### src/rtl/jtag_arb_pkg.sv
// Shared constants for the JTAG stream arbiter: FSM encoding, command field
// layout and the default engine timeout.
package jtag_arb_pkg;

  localparam int VEC_W           = 32;
  localparam int TMS_LSB         = 0;
  localparam int TDI_LSB         = 32;
  localparam int DEFAULT_TIMEOUT = 4096;

  localparam logic [3:0] ST_IDLE = 4'b0001;
  localparam logic [3:0] ST_RST  = 4'b0010;
  localparam logic [3:0] ST_RUN  = 4'b0100;
  localparam logic [3:0] ST_RESP = 4'b1000;

endpackage

### src/rtl/jtag_rr_arb2.sv
// Two-requester round-robin arbiter. Once a packet starts, the lock keeps the
// owner selected until the packet's final response releases it.
module jtag_rr_arb2 (
  input  logic       clk,
  input  logic       resetn,
  input  logic [1:0] req,
  input  logic       lock_set,
  input  logic       lock_release,
  output logic       sel_valid,
  output logic       sel,
  output logic [1:0] grant
);

  logic ptr;
  logic locked;
  logic owner;

  always_comb begin
    sel       = ptr;
    sel_valid = 1'b0;
    if (locked) begin
      sel       = owner;
      sel_valid = req[owner];
    end else if (req[ptr]) begin
      sel       = ptr;
      sel_valid = 1'b1;
    end else if (req[!ptr]) begin
      sel       = !ptr;
      sel_valid = 1'b1;
    end
  end

  always_ff @(posedge clk) begin
    if (!resetn) begin
      ptr    <= 1'b0;
      locked <= 1'b0;
      owner  <= 1'b0;
    end else if (lock_set) begin
      locked <= 1'b1;
      owner  <= sel;
    end else if (lock_release) begin
      locked <= 1'b0;
      // The source that just finished a packet yields priority.
      ptr    <= !owner;
    end
  end

  assign grant = locked ? (owner ? 2'b10 : 2'b01) : 2'b00;

endmodule

### src/rtl/jtag_stream_arbiter.sv
// Shares one 32-bit JTAG shift engine between two AXI-Stream command sources
// and returns each captured TDO vector on the owning source's response stream.
//
// state | meaning
// IDLE  | wait for a command beat from the eligible source
// RST   | one-cycle engine reset pulse
// RUN   | engine enabled, waiting for ENG_DONE or timeout
// RESP  | present TDO on the owner's response stream until accepted
module jtag_stream_arbiter
  import jtag_arb_pkg::*;
#(
  parameter int C_S_AXIS_DATA_WIDTH = 64,
  parameter int C_TIMEOUT_CYCLES    = DEFAULT_TIMEOUT
) (
  input  logic                           CLK,
  input  logic                           RESETN,
  input  logic                           S0_AXIS_TVALID,
  output logic                           S0_AXIS_TREADY,
  input  logic [C_S_AXIS_DATA_WIDTH-1:0] S0_AXIS_TDATA,
  input  logic                           S0_AXIS_TLAST,
  input  logic                           S1_AXIS_TVALID,
  output logic                           S1_AXIS_TREADY,
  input  logic [C_S_AXIS_DATA_WIDTH-1:0] S1_AXIS_TDATA,
  input  logic                           S1_AXIS_TLAST,
  output logic                           M0_AXIS_TVALID,
  input  logic                           M0_AXIS_TREADY,
  output logic [VEC_W-1:0]               M0_AXIS_TDATA,
  output logic                           M0_AXIS_TLAST,
  output logic                           M1_AXIS_TVALID,
  input  logic                           M1_AXIS_TREADY,
  output logic [VEC_W-1:0]               M1_AXIS_TDATA,
  output logic                           M1_AXIS_TLAST,
  output logic                           ENG_RESET,
  output logic                           ENG_ENABLE,
  input  logic                           ENG_DONE,
  output logic [VEC_W-1:0]               TMS_VECTOR,
  output logic [VEC_W-1:0]               TDI_VECTOR,
  input  logic [VEC_W-1:0]               TDO_VECTOR,
  output logic [1:0]                     GRANT,
  output logic                           TIMEOUT_ERR,
  input  logic                           CLR_ERR
);

  localparam int                CNT_W   = (C_TIMEOUT_CYCLES > 2) ? $clog2(C_TIMEOUT_CYCLES) : 1;
  localparam logic [CNT_W-1:0] CNT_LAST = CNT_W'(C_TIMEOUT_CYCLES - 1);

  logic [3:0]       state;
  logic [CNT_W-1:0] cnt;
  logic [VEC_W-1:0] tms_r;
  logic [VEC_W-1:0] tdi_r;
  logic [VEC_W-1:0] tdo_r;
  logic             last_r;
  logic             err_r;

  logic             sel_valid;
  logic             sel;
  logic [1:0]       grant;
  logic             accept;
  logic [63:0]      cmd;
  logic             cmd_last;
  logic             resp_fire;
  logic             timeout_hit;

  jtag_rr_arb2 u_arb (
    .clk          (CLK),
    .resetn       (RESETN),
    .req          ({S1_AXIS_TVALID, S0_AXIS_TVALID}),
    .lock_set     (accept),
    .lock_release (resp_fire && last_r),
    .sel_valid    (sel_valid),
    .sel          (sel),
    .grant        (grant)
  );

  assign accept      = (state == ST_IDLE) && sel_valid;
  assign cmd         = sel ? S1_AXIS_TDATA[63:0] : S0_AXIS_TDATA[63:0];
  assign cmd_last    = sel ? S1_AXIS_TLAST : S0_AXIS_TLAST;
  assign resp_fire   = (state == ST_RESP) &&
                       ((grant[0] && M0_AXIS_TREADY) || (grant[1] && M1_AXIS_TREADY));
  // DONE in the final counted cycle still wins over the timeout.
  assign timeout_hit = (state == ST_RUN) && !ENG_DONE && (cnt == CNT_LAST);

  always_ff @(posedge CLK) begin
    if (!RESETN) begin
      state  <= ST_IDLE;
      cnt    <= '0;
      tms_r  <= '0;
      tdi_r  <= '0;
      tdo_r  <= '0;
      last_r <= 1'b0;
    end else begin
      case (state)
        ST_IDLE: begin
          if (accept) begin
            tms_r  <= cmd[TMS_LSB +: VEC_W];
            tdi_r  <= cmd[TDI_LSB +: VEC_W];
            last_r <= cmd_last;
            state  <= ST_RST;
          end
        end
        ST_RST: begin
          cnt   <= '0;
          state <= ST_RUN;
        end
        ST_RUN: begin
          if (ENG_DONE) begin
            tdo_r <= TDO_VECTOR;
            state <= ST_RESP;
          end else if (cnt == CNT_LAST) begin
            tdo_r <= '0;
            state <= ST_RESP;
          end else begin
            cnt <= cnt + CNT_W'(1);
          end
        end
        ST_RESP: begin
          if (resp_fire) state <= ST_IDLE;
        end
        default: state <= ST_IDLE;
      endcase
    end
  end

  always_ff @(posedge CLK) begin
    if (!RESETN)          err_r <= 1'b0;
    else if (timeout_hit) err_r <= 1'b1;
    else if (CLR_ERR)     err_r <= 1'b0;
  end

  assign S0_AXIS_TREADY = accept && !sel;
  assign S1_AXIS_TREADY = accept && sel;
  assign ENG_RESET      = (state == ST_RST);
  assign ENG_ENABLE     = (state == ST_RUN);
  assign TMS_VECTOR     = tms_r;
  assign TDI_VECTOR     = tdi_r;
  assign M0_AXIS_TVALID = (state == ST_RESP) && grant[0];
  assign M1_AXIS_TVALID = (state == ST_RESP) && grant[1];
  assign M0_AXIS_TDATA  = tdo_r;
  assign M1_AXIS_TDATA  = tdo_r;
  assign M0_AXIS_TLAST  = last_r;
  assign M1_AXIS_TLAST  = last_r;
  assign GRANT          = grant;
  assign TIMEOUT_ERR    = err_r;

endmodule
### config.mk
export PLATFORM = sky130hd
export DESIGN_NAME = jtag_stream_arbiter
export DESIGN_NICKNAME = d
export VERILOG_FILES = /design/src/rtl/jtag_arb_pkg.sv /design/src/rtl/jtag_rr_arb2.sv /design/src/rtl/jtag_stream_arbiter.sv
export SDC_FILE = /design/constraint.sdc
export NUM_CORES = 1
export LEC_CHECK = 0
export CORE_MARGIN = 4
export CORE_UTILIZATION = 41
export DETAILED_ROUTE_END_ITERATION = 10
export PLACE_DENSITY = 0.88
export RECOVER_POWER = 25
export REMOVE_ABC_BUFFERS = 1
export SETUP_SLACK_MARGIN = 0.4
export SLEW_MARGIN = 20
export SYNTH_ARGS = -nofsm -noshare
export SYNTH_HDL_FRONTEND = slang
export SYNTH_SLANG_ARGS = --single-unit
### constraint.sdc
create_clock -name CLK -period 5.65 [get_ports CLK]
set_input_delay 1.695 -clock CLK [delete_from_list [all_inputs] [get_ports CLK]]
set_output_delay 1.695 -clock CLK [all_outputs]
set_load 0.05 [all_outputs]
==> results.tsv, run 1 <==
metric	value	unit
drt-initial-drc-count	457	
antenna_cells	0	
pin_count	309	
synth_edf_count	0	
setup_tns	0	ns
fin_worst_skew	0.00628	ns
die_area	15000	sq um
fp.dieH	123	um
synth-seq-area-share	43.6	%
ys_warn_count	0	
grt_pass1_wl	29.3	mm
drive_above_1_share	9.52	%
crit_path_end_kind	output port	
grt.overflow.total	0	
final_common_cell	clkdlybuf4s50_1	
hold_path_class	reg2reg	
cts-root-buf	clkbuf_16	
clk_path_buf_depth	2	
htreeDepth	4	
dpl_cell_area	8240	sq um
critical_path_class	in2out	
slew_violations	0	
ys_seq_elements	117	
port_buffers	308	
fin_util	69.5	%
power.density	371	nW/um^2
postCtsSetupBuffers	0	
antenna_left	0	
cts-buffers-inserted	17	
violations	capacitance limit	
area_growth	64.6	%
drc	0	
placementRows	41	
die_x	123	um
stdcell_area	8850	sq um
status	complete, but fails checks	
final_hold_viol_count	0	
p_clk_share	33.3	%
ir_worst_vdd	0.254	mV
grt_max_degree	128	
power	3.28	mW
num_vias	5868	
multi_input_area	2470	sq um
syn_inst	616	
power_switching	1.19	mW
final_cell_mix	clkdlybuf4s50_1, o21ai_0, dfxtp_1	
fin_nets	1030	
fin_crit	5.23	ns
worst_skew_pair.late_latency	0.41	ns
wire_per_inst	19.0	um
seq_power_share	31.1	%
finalSetupViolCount	0	
clkTransAtPathRegs	0.05	ns
coreArea	12700	sq um
ctsHoldBuffers	0	
instances_no_fill	1044	
dpl.hpwl	13.8	mm
intPower	2.09	mW
place.gp.congestion	0.892	
combPwrFrac	35.6	%
post_cts_resized	0	
clock_sinks	117	
fin_crit_sh	92.5	%
synth_top_flop_cell	dfxtp_1	
crit_required	3.95	ns
rsz0062_at_grt	false	
worstMarginPinSlew	1.50	ns
tritoncts	done	
crit_fanout	9	
crit_arrival	3.53	ns
p_leak	3.27	nW
fmax	0.191	GHz
track_usage	24.8	%
dp.cells	1010	
routed_wl	19.8	mm
grt_pass1_vias	5470	
syn_area	5380	sq um
layout.area.seq	2340	sq um
ys_types	64	
setup.worst_path.start_class	input port	
synthArstFlopShare	0	%
maxSlewHeadroom	0.234	%
synth_area_per_cell	8.73	sq um
first_pass_iters	6	
maxCapViolCount	1	
grt_antenna_before_repair	1	
fillers	978	
power.share.switching	36.4	%
vias_per_cell	5.62	
start_util	42.3	%
-- logic make-up after synthesis --
kind of cell / Yosys count / synth area share, %
compound gates: 266 / 31.6
fa+ha+maj: 1 / 0.233
mux: 2 / 0.396
flops: 117 / 43.6
buf+inv: 100 / 10.4
simple gates: 130 / 13.8
-- cell usage after synthesis, types with 4 or more instances --
master | instances | share of area (%)
a211o_1 | 4 | 0.65
nand2_1 | 14 | 0.98
inv_1 | 5 | 0.35
clkbuf_1 | 36 | 2.5
nor4_1 | 6 | 0.70
buf_4 | 35 | 4.9
a31oi_1 | 66 | 7.7
nand3_1 | 70 | 6.5
o21ai_0 | 118 | 11
clkbuf_2 | 6 | 0.56
dfxtp_1 | 117 | 44
a22o_2 | 22 | 4.1
a21oi_1 | 8 | 0.74
buf_2 | 13 | 1.2
nor2_1 | 4 | 0.28
o21ai_1 | 15 | 1.4
a22o_1 | 10 | 1.6
-- path summary, 6_finish.rpt --
| check | depth (start not counted) | slack (ns) | end | startpoint |
|---|---|---|---|---|
| worst max register to register | 6 | 2.32 | M0_AXIS_TDATA[0] | cnt[0] |
| worst min register to register | 2 | 0.46 | u_arb.ptr | u_arb.ptr |
| worst min-delay path | 2 | 0.46 | u_arb.ptr | u_arb.ptr |
| worst max-delay path | 5 | 0.42 | S1_AXIS_TREADY | S1_AXIS_TVALID |
-- through the flow --
step | hold WS (ns) | setup slack [ns]
finish | 0.459 | 0.424
global route | 0.514 | 0.333
CTS | 0.457 | 0.472
detailed placement | 0.450 | 0.486
global placement | 0.443 | 0.544
floorplan | 0.436 | -1.34
-- state kept, by name, indices dropped and copies added, names as in the netlist --
| name | flops |
|---|---|
| u_arb.ptr | 1 |
| state | 4 |
| u_arb.locked | 1 |
| M0_AXIS_TDATA | 32 |
| TDI_VECTOR | 32 |
| M0_AXIS_TLAST | 1 |
| TIMEOUT_ERR | 1 |
| u_arb.owner | 1 |
| TMS_VECTOR | 32 |
| cnt | 12 |
-- cell type report --
class / instances / share of cell area, %
clock buffer: 22 / 5.36
clock inverter: 10 / 1.44
inverter: 7 / 0.354
multi-input combinational: 399 / 27.9
sequential: 117 / 26.5
tap: 172 / 2.43
timing repair buffer: 317 / 36.0
-- power groups by stage --
stage | sequential (mW) | combinational, mW | clock (mW)
after detailed placement | 1.03 | 1.16 | 0
after floorplan | 1.43 | 0.284 | 0
after global placement | 1.02 | 1.15 | 0
after global routing | 1.03 | 1.22 | 1.15
final | 1.02 | 1.17 | 1.09
after CTS | 1.02 | 1.17 | 1.10
-- worst max-delay path, cell delays in order --
cell and delay (ns):
dlygate4sd3_1 0.59, mux2i_1 0.16, a211oi_4 0.43, a21boi_0 0.45, buf_12 0.20
-- layer usage --
layer	wire length, um	global-route usage, %	vias to the layer above
met3	2190	10.4	37
met1	7210	26.9	2741
met2	9920	43.4	298
met5	12	0	-
li1	-	-	2790
met4	497	8.89	2
Note: power is estimated with default switching activity, not from simulation.
==> run 2: changes to the inputs <==
--- a/config.mk
+++ b/config.mk
@@ -5,6 +5,8 @@
 export SDC_FILE = /design/constraint.sdc
 export NUM_CORES = 1
 export LEC_CHECK = 0
+export ABC_AREA = 0
+export CAP_MARGIN = 10
 export CORE_MARGIN = 4
 export CORE_UTILIZATION = 41
 export DETAILED_ROUTE_END_ITERATION = 10
==> results of run 2 <==
No change in the layout: final DEF, timing and power equal those of run 1.
==> run 3: changes to the inputs <==
--- a/config.mk
+++ b/config.mk
@@ -17,4 +17,5 @@
 export SLEW_MARGIN = 20
 export SYNTH_ARGS = -nofsm -noshare
 export SYNTH_HDL_FRONTEND = slang
+export SYNTH_HIERARCHICAL = 1
 export SYNTH_SLANG_ARGS = --single-unit
==> constraint.sdc (replaced) <==
create_clock -name CLK -period 6.1 [get_ports CLK]
set_input_delay 1.83 -clock CLK [delete_from_list [all_inputs] [get_ports CLK]]
set_output_delay 1.83 -clock CLK [all_outputs]
set_load 0.05 [all_outputs]
==> run 3 against run 2 <==
  * Core utilization shrank 0.52 points
  * Clock power shrank 14%
  * Synthesized cell count shrank 13%
  * Register-to-register slack gained 1.1 ns
  * Clock-buffer cell count shrank 3
  * Clock skew grew 0.0074 ns
  * Largest power group unchanged
  * Flip-flop and latch count is the same
  * Combinational power is essentially flat
  * Sequential share of layout area grew 0.20 points
  * Largest cell class unchanged
  * Worst hold slack gained 0.020 ns
  * Highest routed layer is now met4
  * First-iteration DRC count shrank 32%
  * The flow now finishes without violations
==> results.tsv, run 3 <==
metric	value	unit
power.share.switching	36.5	%
worst_skew_pair.late_latency	0.40	ns
layout.area.seq	2340	sq um
ir_worst_vdd	0.246	mV
maxCapViolCount	0	
fillers	990	
fin_crit_sh	90.9	%
dp.cells	943	
crit_path_end_kind	output port	
yosys-top-cells-count	dfxtp_1, nand2_1, mux2i_1	
hold_start	cnt[11]	
final_common_cell	clkdlybuf4s50_1	
setup.worst_path.start_class	input port	
post_cts_resized	0	
synth_area_per_cell	10.1	sq um
fin_worst_skew	0.0136	ns
fin_nets	961	
drc	0	
ys_warn_count	6	
crit_chain	dlygate4sd3_1, mux2i_1, a21oi_1, and2_4, nor2b_1, buf_12	
ys_seq_elements	117	
setup_tns	0	ns
slew_violations	0	
antenna_cells	0	
place.gp.congestion	0.834	
critPathMaxStageDelay	0.61	ns
ctsHoldBuffers	0	
reg2reg_depth	5	
clock_sinks	117	
grt_pass1_vias	5377	
pin_count	309	
synth_top_flop_cell	dfxtp_1	
crit_family	buffers and inverters	
track_usage	23.0	%
fmax	0.180	GHz
htreeDepth	4	
seq_power_share	31.0	%
grt_max_degree	111	
rrSetupSlack	3.46	ns
grt.overflow.total	0	
cpMaxStageDelayCell	dlygate4sd3_1	
synth_top_area_cell	dfxtp_1	
wire_per_inst	18.3	um
finalSetupViolCount	0	
tritoncts	done	
r2r-end	cnt[10]	
status	complete, no violations	
port_buffers	308	
postCtsSetupBuffers	0	
drive_above_1_share	5.88	%
die_area	15000	sq um
combPwrFrac	38.4	%
synth_edf_count	0	
fp.dieH	122	um
cts-buffers-inserted	17	
whs_path_depth	2	
routed_wl	17.8	mm
maxSlewHeadroom	3.47	%
crit_arrival	3.71	ns
synthArstFlopShare	0	%
ys_types	47	
r2r-start	cnt[0]	
grt_antenna_before_repair	0	
path_buf_inv	2	
power_switching	1.11	mW
yosysMostFrequentCell	dfxtp_1	
instances_no_fill	972	
cts-root-buf	clkbuf_16	
coreArea	12700	sq um
p_clk_share	30.6	%
first_pass_iters	5	
intPower	1.94	mW
p_leak	3.92	nW
synth-seq-area-share	43.7	%
die_x	122	um
final_cell_mix	clkdlybuf4s50_1, dfxtp_1, nand2_1	
clkTransAtPathRegs	0.05	ns
placementRows	41	
worstMarginPinSlew	1.45	ns
vias_per_cell	5.27	
stdcell_area	8780	sq um
syn_inst	533	
critical_path_class	in2out	
drt-initial-drc-count	312	
start_util	42.1	%
crit_required	4.27	ns
rsz0062_at_grt	false	
area_growth	63.8	%
dpl.hpwl	13.1	mm
crit_fanout	26	
min_to	cnt[11]	
antenna_left	0	
grt_pass1_wl	27.2	mm
synth_top_area_share	43.7	%
final_hold_viol_count	0	
power.density	347	nW/um^2
syn_area	5360	sq um
hold_path_class	reg2reg	
clk_path_buf_depth	2	
num_vias	5118	
multi_input_area	2520	sq um
synthTopCellsByArea	dfxtp_1, mux2i_1, o211a_1	
dpl_cell_area	8250	sq um
fin_crit	5.54	ns
[run 3: per-stage QoR]
step | setup slack, ns | hold slack, ns | utilization [%] | total power, mW
floorplan | -2.95 | 0.439 | - | 1.73
global placement | 0.699 | 0.455 | 64.8 | 2.11
detailed placement | 0.665 | 0.469 | 64.8 | 2.14
CTS | 0.640 | 0.475 | 69.2 | 3.08
global route | 0.441 | 0.504 | 69.0 | 3.18
finish | 0.558 | 0.479 | 69.0 | 3.05
[run 3: power by group through the flow]
stage	Sequential, mW	Clock [mW]	Combinational [mW]
after floorplan	1.32	0	0.402
after global routing	0.958	0.988	1.24
after CTS	0.944	0.952	1.19
final	0.944	0.934	1.17
after global placement	0.950	0	1.16
after detailed placement	0.958	0	1.18
[run 3: worst max-delay path by stage]
stage | startpoint | to | cells after the start
CTS | S0_AXIS_TVALID | S0_AXIS_TREADY | 6
floorplan | S1_AXIS_TVALID | S0_AXIS_TREADY | 4
global route | S0_AXIS_TVALID | S0_AXIS_TREADY | 6
finish | S0_AXIS_TVALID | S0_AXIS_TREADY | 6
global placement | S0_AXIS_TVALID | S0_AXIS_TREADY | 6
detailed placement | S0_AXIS_TVALID | S0_AXIS_TREADY | 6
[run 3: cell type report]
cell class	count	area share (%)
Clock buffer	19	5.04
Clock inverter	10	1.25
Inverter	9	0.399
Multi-Input combinational cell	333	28.7
Sequential cell	117	26.7
Tap cell	172	2.45
Timing Repair Buffer	312	35.4
[run 3: worst min-delay path, delay by kind of cell (launching register included)]
kind            cells  cell delay (ns)
flops               1             0.32
simple gates        1             0.06
compound gates      1             0.05
[run 3: logic make-up (layout without fill, tap and decap cells)]
family          count (synthesis)  count (layout)  synth area share (%)
buf+inv                        83             350                  9.20
mux                            67              67                  12.5
fa+ha+maj                       1               1                 0.233
simple gates                  128             128                  11.6
flops                         117             117                  43.7
compound gates                137             137                  22.7
[run 3: layer usage]
layer / global-route usage (%) / wire [um] / vias to the layer above
met5: 0 / 0 / -
met4: 8.26 / 373 / 0
met3: 7.97 / 1450 / 28
met2: 42.3 / 9610 / 219
met1: 24.2 / 6380 / 2442
li1: - / - / 2429
